**src/rtl/noc_pkg.sv**
```systemverilog
// rtl/noc_pkg.sv - shared NoC flit types, head-flit field layout and coordinate/length widths
package noc_pkg;

  localparam int COORD_W = 3;
  localparam int LEN_W   = 4;
  localparam int HEAD_W  = 16;

  localparam int HEAD_DST_X_LSB = 0;
  localparam int HEAD_DST_Y_LSB = 3;
  localparam int HEAD_SRC_X_LSB = 6;
  localparam int HEAD_SRC_Y_LSB = 9;
  localparam int HEAD_LEN_LSB   = 12;

  typedef enum logic [1:0] {
    FT_HEAD     = 2'b00,
    FT_BODY     = 2'b01,
    FT_TAIL     = 2'b10,
    FT_HEADTAIL = 2'b11
  } flit_type_t;

  typedef enum logic [1:0] {
    ST_IDLE = 2'b00,
    ST_HEAD = 2'b01,
    ST_BODY = 2'b10
  } ni_state_t;

  function automatic logic [HEAD_W-1:0] make_head(
    input logic [COORD_W-1:0] dst_x,
    input logic [COORD_W-1:0] dst_y,
    input logic [COORD_W-1:0] src_x,
    input logic [COORD_W-1:0] src_y,
    input logic [LEN_W-1:0]   len
  );
    logic [HEAD_W-1:0] h;
    h = '0;
    h[HEAD_DST_X_LSB +: COORD_W] = dst_x;
    h[HEAD_DST_Y_LSB +: COORD_W] = dst_y;
    h[HEAD_SRC_X_LSB +: COORD_W] = src_x;
    h[HEAD_SRC_Y_LSB +: COORD_W] = src_y;
    h[HEAD_LEN_LSB   +: LEN_W]   = len;
    return h;
  endfunction

endpackage

```
**src/rtl/credit_counter.sv**
```systemverilog
// rtl/credit_counter.sv - downstream credit counter, saturating at DEPTH with overflow flag
module credit_counter #(
  parameter int DEPTH = 4,
  parameter int CW    = $clog2(DEPTH + 1)
) (
  input  logic          clk,
  input  logic          rst_n,
  input  logic          inc,
  input  logic          dec,
  output logic [CW-1:0] count,
  output logic          overflow
);

  localparam logic [CW-1:0] FULL = CW'(DEPTH);

  // A returned credit with no simultaneous send while already full is dropped.
  assign overflow = inc && !dec && (count == FULL);

  always_ff @(posedge clk) begin
    if (!rst_n) begin
      count <= FULL;
    end else if (inc && !dec) begin
      if (count != FULL) count <= count + 1'b1;
    end else if (dec && !inc) begin
      count <= count - 1'b1;
    end
  end

endmodule

```
**src/rtl/ni_packetizer.sv**
```systemverilog
// rtl/ni_packetizer.sv - network-interface packetizer: request + body words to credit-gated head/body/tail flits
module ni_packetizer
  import noc_pkg::*;
#(
  parameter int x_size    = 4,
  parameter int y_size    = 4,
  parameter int FLIT_W    = 32,
  parameter int MAX_LEN   = 8,
  parameter int BUF_DEPTH = 4
) (
  input  logic                      clk,
  input  logic                      rst_n,
  input  logic [$clog2(x_size)-1:0] id_x,
  input  logic [$clog2(y_size)-1:0] id_y,
  input  logic                      req_valid,
  output logic                      req_ready,
  input  logic [2:0]                req_dst_x,
  input  logic [2:0]                req_dst_y,
  input  logic [3:0]                req_len,
  input  logic                      data_valid,
  output logic                      data_ready,
  input  logic [FLIT_W-1:0]         data,
  output logic                      flit_valid,
  output logic [1:0]                flit_type,
  output logic [FLIT_W-1:0]         flit_data,
  input  logic                      credit_in,
  output logic                      err
);

  localparam int CW = $clog2(BUF_DEPTH + 1);
  localparam logic [LEN_W-1:0] MAX_LEN_L = LEN_W'(MAX_LEN);

  ni_state_t            state;
  logic [COORD_W-1:0]   dst_x_q;
  logic [COORD_W-1:0]   dst_y_q;
  logic [LEN_W-1:0]     len_q;
  logic [LEN_W-1:0]     remaining;
  logic [CW-1:0]        credits;
  logic                 overflow;
  logic                 has_credit;
  logic                 send;
  logic                 len_too_big;

  assign has_credit  = (credits != '0);
  assign req_ready   = rst_n && (state == ST_IDLE);
  assign data_ready  = rst_n && (state == ST_BODY) && has_credit;
  assign len_too_big = (req_len > MAX_LEN_L);

  // One credit is spent on every flit registered this edge.
  assign send = rst_n && has_credit &&
                ((state == ST_HEAD) || ((state == ST_BODY) && data_valid));

  credit_counter #(
    .DEPTH (BUF_DEPTH),
    .CW    (CW)
  ) u_credit (
    .clk      (clk),
    .rst_n    (rst_n),
    .inc      (credit_in),
    .dec      (send),
    .count    (credits),
    .overflow (overflow)
  );

  always_ff @(posedge clk) begin
    if (!rst_n) begin
      state      <= ST_IDLE;
      flit_valid <= 1'b0;
      flit_type  <= 2'b00;
      flit_data  <= '0;
      err        <= 1'b0;
      remaining  <= '0;
      len_q      <= '0;
      dst_x_q    <= '0;
      dst_y_q    <= '0;
    end else begin
      flit_valid <= 1'b0;
      if (overflow) err <= 1'b1;

      case (state)
        ST_IDLE: begin
          if (req_valid) begin
            dst_x_q <= req_dst_x;
            dst_y_q <= req_dst_y;
            if (len_too_big) begin
              len_q     <= MAX_LEN_L;
              remaining <= MAX_LEN_L;
              err       <= 1'b1;
            end else begin
              len_q     <= req_len;
              remaining <= req_len;
            end
            state <= ST_HEAD;
          end
        end

        ST_HEAD: begin
          if (has_credit) begin
            flit_valid <= 1'b1;
            flit_type  <= (len_q == '0) ? FT_HEADTAIL : FT_HEAD;
            flit_data  <= FLIT_W'(make_head(dst_x_q, dst_y_q, COORD_W'(id_x),
                                            COORD_W'(id_y), len_q));
            state      <= (len_q == '0) ? ST_IDLE : ST_BODY;
          end
        end

        ST_BODY: begin
          if (data_valid && has_credit) begin
            flit_valid <= 1'b1;
            flit_data  <= data;
            flit_type  <= (remaining == LEN_W'(1)) ? FT_TAIL : FT_BODY;
            remaining  <= remaining - 1'b1;
            if (remaining == LEN_W'(1)) state <= ST_IDLE;
          end
        end

        default: state <= ST_IDLE;
      endcase
    end
  end

endmodule

```
**config.mk**
```make
export PLATFORM = sky130hd
export DESIGN_NAME = ni_packetizer
export DESIGN_NICKNAME = d
export VERILOG_FILES = /design/src/rtl/noc_pkg.sv /design/src/rtl/credit_counter.sv /design/src/rtl/ni_packetizer.sv
export SDC_FILE = /design/constraint.sdc
export NUM_CORES = 1
export LEC_CHECK = 0
export ABC_AREA = 0
export CORE_MARGIN = 1
export CORE_UTILIZATION = 44
export CTS_CLUSTER_SIZE = 40
export DETAILED_ROUTE_END_ITERATION = 6
export PLACE_DENSITY = 0.78
export SETUP_SLACK_MARGIN = 0.5
export SLEW_MARGIN = 20
export SYNTH_ARGS = -nofsm -noshare
export SYNTH_HDL_FRONTEND = slang
export SYNTH_SLANG_ARGS = --single-unit
```
**constraint.sdc**
```tcl
create_clock -name clk -period 2.64 [get_ports clk]
set_input_delay 0.396 -clock clk [delete_from_list [all_inputs] [get_ports clk]]
set_output_delay 0.396 -clock clk [all_outputs]
set_load 0.02 [all_outputs]
```
* Word-level counts from Yosys, hierarchy flattened
Cells that the tools add are included.
** Operators by class
- $mul :: 0
- Equal/unequal tests :: 10
- Bitwise gates (word level) :: 0
- Div/mod/pow operators :: 0
- Shifts and indexed selects :: 0
- $lt $le $gt $ge :: 1
- Muxes and demuxes :: 28
- Reduce and logical (&&, ||, !) cells :: 24
- Add/subtract/negate cells :: 3
** Operators with widths (count)
- 32-bit two-way mux :: 2
- 32-bit case mux with 2 select lines :: 1
- 2-bit two-way mux :: 9
- 4-bit two-way mux :: 3
- 1-bit logical AND :: 10
- 3-bit two-way mux :: 3
- 4-bit case mux with 2 select lines :: 1
- 1-bit two-way mux :: 6
- 2-bit != test (second input constant) :: 3
- 2-bit case mux with 3 select lines :: 1
- 3-bit AND reduction :: 2
- 2-bit nonzero test :: 3
- 4-bit by 1-bit equality test with 1-bit output (second input constant) :: 1
- 4-bit greater-than comparator (second input constant) :: 1
- 4-bit logical NOT :: 1
- 2-bit by 1-bit != test with 1-bit output (second input constant) :: 2
- 2-bit case mux with 2 select lines :: 1
- 2-bit AND reduction :: 2
- 4-bit AND reduction :: 1
- 4-bit by 1-bit subtractor with 4-bit output (second input constant) :: 1
- 3-bit by 1-bit adder with 3-bit output (second input constant) :: 1
- 3-bit equality test (second input constant) :: 1
- 3-bit != test (second input constant) :: 1
- 3-bit nonzero test :: 1
- 7 further kinds :: 8
** Word-level totals
- Word-level logic and storage cells :: 76
- Output and inout bits :: 38
- Latch bits :: 0
- Memories :: 0
- Bits in registers :: 55
- Memory bits (read-only) :: 0
- Bits in writable memories :: 0

* Logic depth before layout (Yosys ltp)
- Depth in word-level cells :: 11
- Mapped depth :: 9
- Depth with buffers taken out :: 9

* Modules after synthesis
A second synthesis with hierarchy kept.
** Second synthesis, totals
- Cells, all modules :: 272
- Area total of the unflattened synthesis :: 2481.1 sq um
** Modules (own cells, without submodules)
- ni_packetizer :: times used 1, area an instance 2270.9 sq um, cells each 248, seq. area each 1041.0 sq um
- credit_counter :: times used 1, area an instance 210.2 sq um, cells each 24, seq. area each 60.1 sq um

* Worst setup path after synthesis
OpenSTA, ideal clock, no wires.
- Kind :: register to register
- Start point :: register state[0]
- End point :: register u_credit.count[2]
- Cell stages (with the launch flop) :: 10
- Arrival time :: 1.966 ns
- Data required time :: 2.511 ns
- Library setup time :: 0.129 ns
- Clock period less this slack :: 2.095 ns
- Path slack :: 0.545 ns
- Path through :: dfxtp_1 -> inv_1 -> ha_1 -> a21o_1 -> nand3_1 -> nand2_1 -> fa_1 -> o41ai_1 -> a31o_2 -> o211ai_1
** On the way
- Word-level cells in the longest chain between the ends :: 8
** RTL lines
- from (decl) :: RTL line ni_packetizer.sv:33 : ni_state_t state;
- from (signal assigned) :: RTL line ni_packetizer.sv:103 : state <= (len_q == '0) ? ST_IDLE : ST_BODY;
- 2-bit equality test :: RTL line ni_packetizer.sv:51 : ((state == ST_HEAD) || ((state == ST_BODY) && data_valid));
- 1-bit logical AND :: RTL line ni_packetizer.sv:51
- 1-bit logical OR (*) :: RTL line ni_packetizer.sv:51
- 1-bit logical AND (*) :: RTL line ni_packetizer.sv:50 : assign send = rst_n && has_credit &&
- 1-bit logical NOT :: RTL line credit_counter.sv:22 : end else if (inc && !dec) begin
- 1-bit logical AND :: RTL line credit_counter.sv:22
- 2-bit != test (no line) or 2-bit nonzero test (tied branches)
- 2-bit AND reduction (no line)
- to (signal assigned) :: RTL line credit_counter.sv:23 : if (count != FULL) count <= count + 1'b1;
- to (signal assigned) :: RTL line credit_counter.sv:25 : count <= count - 1'b1;
- to (decl) :: RTL line credit_counter.sv:10 : output logic [CW-1:0] count,
Every way passes the cells marked *; elsewhere a longest branch is shown, timed or not.
A chain may end at the register's enable or synchronous reset.

* Worst setup path in the final report
- Start point :: register u_credit.count[0]
- End point :: output port data_ready
** On the way
- Word-level cells in the longest chain between the ends :: 2
** RTL lines
- 3-bit nonzero test :: RTL line ni_packetizer.sv:44 : assign has_credit = (credits != '0);
- 1-bit logical AND :: RTL line ni_packetizer.sv:46 : assign data_ready = rst_n && (state == ST_BODY) && has_credit;
- to (decl) :: RTL line ni_packetizer.sv:21 : output logic data_ready,
Every way passes these cells.

==> results.cfg <==
[run_status]
status = finished clean

[synthesis]
yosys.area.top_type = dfxtp_1
yosysWarnings = 0
synth_nets = 334
synthTopCellsByCount = dfxtp_1, nor2_1, nand2_1
synth_edf_count = 0
async_reset_ff_frac = 0
synth_top_area_frac = 0.449
yosysMostFrequentCell = dfxtp_1
synth_flop_cell = dfxtp_1
synth-seq-area-share = 0.449
synth.distinct_cells = 45
ys_ff_latch = 55
synth_area_leaders = dfxtp_1, mux2i_1, nor2_1, a22oi_1, a211oi_1
syn_area_per_cell_um2 = 8.85
netlist_area_um2 = 2450
syn_inst = 277

[worst_setup_path]
path_buf_inv = 1
crit_type = flip-flop to output port
path_max_fanout = 7
arrival_ns = 1.65
cp_slowest_stage_delay_ns = 0.43
reg2reg_slack_ns = 0.61
path_cells = or3_4 -> and3_1 -> dlygate4sd2_1
r2r_start = u_credit.count[0]
end_kind = output port
cp-start-kind = flip-flop
slowest_stage = or3_4
required_ns = 2.24
rr_endpoint = u_credit.count[2]
r2r_cells = 7
critPathTopFamily = simple AND/OR/NAND/NOR gates

[timing]
finalWorstSetupSlack_ns = 0.589
period_minus_slack_ns = 2.05
setup_tns_ns = 0
setup_viol = 0
finalMaxSlewViolations = 0
hold_viol_final = 0
fmax_ghz = 0.488
tightestPinTransition_ns = 0.689
slew_headroom = 0.540
finalClockSkew_ns = 0.00631
post-route-period-util = 0.777
rsz0062_at_grt = false

[clock_network]
cts_buffers = 5
clk_pin_slew_ns = 0.10
h-tree-depth = 2
clockRootBuffer = clkbuf_8
cts_tree = done
clock_path_buffers = 2
cts.sinks = 55
worstSkewPairLatency_ns = 0.31

[global_routing]
grt_pass1_vias = 2138
grt_pass1_wl_mm = 9.90
grt.overflow.total = 0
track_usage = 0.212
grt_max_degree = 32
antenna_found_initial = 0

[floorplan]
start_util = 0.468
io_pins = 89
coreArea_um2 = 5240
die_x_um = 76.6
die-height_um = 76.6
rows = 26
fp.dieArea_um2 = 5870

[route]
met3_length_um = 348
drt_iter0_drc = 102
drc = 0
top_layer_used = met4
routed-wl-met2_mm = 3.03
drt-total-wl_mm = 6.11
route.vias.total = 2295
vias_per_cell = 5.32
drt-pass1-iter-count = 5
avgRoutedWirePerCell_um = 14.2
ant_nets = 0
wl_met1_mm = 2.65

[flow_run]
cap_violations = 0

[placement]
hpwl_mm = 4.35
gp_congestion = 0.842
io_buffers = 88
dpl_cell_area_um2 = 3380
place_ws_ns = 0.139

[power]
p_sw_frac = 0.319
seqPwrFrac = 0.433
ir_drop_mv = 0.316
intPower_uw = 1570
clockPowerShare = 0.246
p_per_area_nw_per_um2 = 656
p_switching_uw = 735
power.leakage_uw = 0.00127
comb_power_share = 0.320

[final_layout]
final_nets = 417
finalCoreUtilization = 0.671
fill_cells = 449
drive_gt1_frac = 0.0748
design_area_um2 = 3520
antenna_cells = 0
area_delta_synth_final_pct = 43.4

[min_path]
worstHoldEndpoint = dst_x_q[2]
worstHoldStart = dst_x_q[2]
hp-class = flip-flop to flip-flop
hold_depth = 2
-- logic make-up after synthesis --
group	synth area share
AND/OR/NAND/NOR	0.184
AO/OA/AOI/OAI	0.205
flip-flops	0.449
buffers and inverters	0.0495
multiplexers	0.0786
adder cells (fa/ha/maj)	0.0337
-- cell type report --
| class | instances | area [um2] | share of cell area |
|---|---|---|---|
| clock inverter | 2 | 38.8 | 0.0110 |
| clock buffer | 6 | 72.6 | 0.0206 |
| sequential | 55 | 1100 | 0.314 |
| tap | 70 | 87.6 | 0.0249 |
| timing repair buffer | 95 | 931 | 0.265 |
| inverter | 9 | 33.8 | 0.00961 |
| multi-input combinational | 194 | 1250 | 0.356 |
-- state kept, by name, summed over array words and instances (netlist names), 2 cells and up --
| signal | flops |
|---|---|
| flit_type | 2 |
| dst_y_q | 3 |
| u_credit.count | 3 |
| len_q | 4 |
| state | 2 |
| dst_x_q | 3 |
| flit_data | 32 |
| remaining | 4 |
-- worst register-to-register path: stages, from the launching register on --
cell,delay (ns)
dfxtp_1,0.39
or3_4,0.43
nand3_1,0.13
nand2_1,0.09
fa_2,0.42
o41ai_2,0.24
a31o_2,0.15
o211ai_1,0.08
-- layer usage --
metal	up-vias	track usage
met5	-	0
met4	0	0.0731
met3	7	0.0515
met2	79	0.357
met1	1068	0.264
li1	1141	-
-- timing repair --
action / 4_1_cts / 5_1_grt
hold buffers: 0 / 0
endpoints found under the setup margin: 3 / 5
gates resized for setup: 3 / 5
buffers inserted: 0 / 1
hold endpoints to repair: 0 / 0
cloned: 0 / 0
pin swaps: 0 / 3
-- through the flow --
| stage | cells | hold slack (ns) | total power (uW) |
|---|---|---|---|
| floorplan | 277 | 0.436 | 1450 |
| global placement | 422 | 0.441 | 1710 |
| detailed placement | 422 | 0.452 | 1730 |
| CTS | 430 | 0.466 | 2310 |
| global route | 431 | 0.493 | 2430 |
| finish | 431 | 0.465 | 2310 |
-- power by group through the flow --
stage / Sequential, uW / Combinational (uW) / Clock, uW
2_1_floorplan: 1070 / 378 / 0
3_3_place_gp: 1010 / 701 / 0
3_5_place_dp: 1020 / 717 / 0
4_1_cts: 999 / 723 / 585
5_1_grt: 1010 / 807 / 610
6_report: 1000 / 739 / 568
-- worst max-delay path by stage --
stage                              endpoint               from  slack, ns  cells past startpoint
after global routing      u_credit.count[2]           state[1]       0.50                      9
after detailed placement  u_credit.count[2]         data_valid       0.14                      8
after floorplan           u_credit.count[2]           state[0]       0.55                      9
final                            data_ready  u_credit.count[0]       0.59                      3
after global placement    u_credit.count[2]         data_valid       0.22                      8
after CTS                 u_credit.count[2]           state[0]       0.37                      9
-- layout by cell type (no fill, tap or decap), types with 5 or more instances in the layout --
cell and count:
dfxtp_1 54, a22oi_1 18, buf_4 7, inv_1 9, a21oi_1 16, a211oi_1 15, clkbuf_8 5, nor2_1 42
o21ai_0 5, mux2i_1 17, clkdlybuf4s50_1 86, nand2_1 28, nand2b_1 5
(Power assumes the default switching activity.)
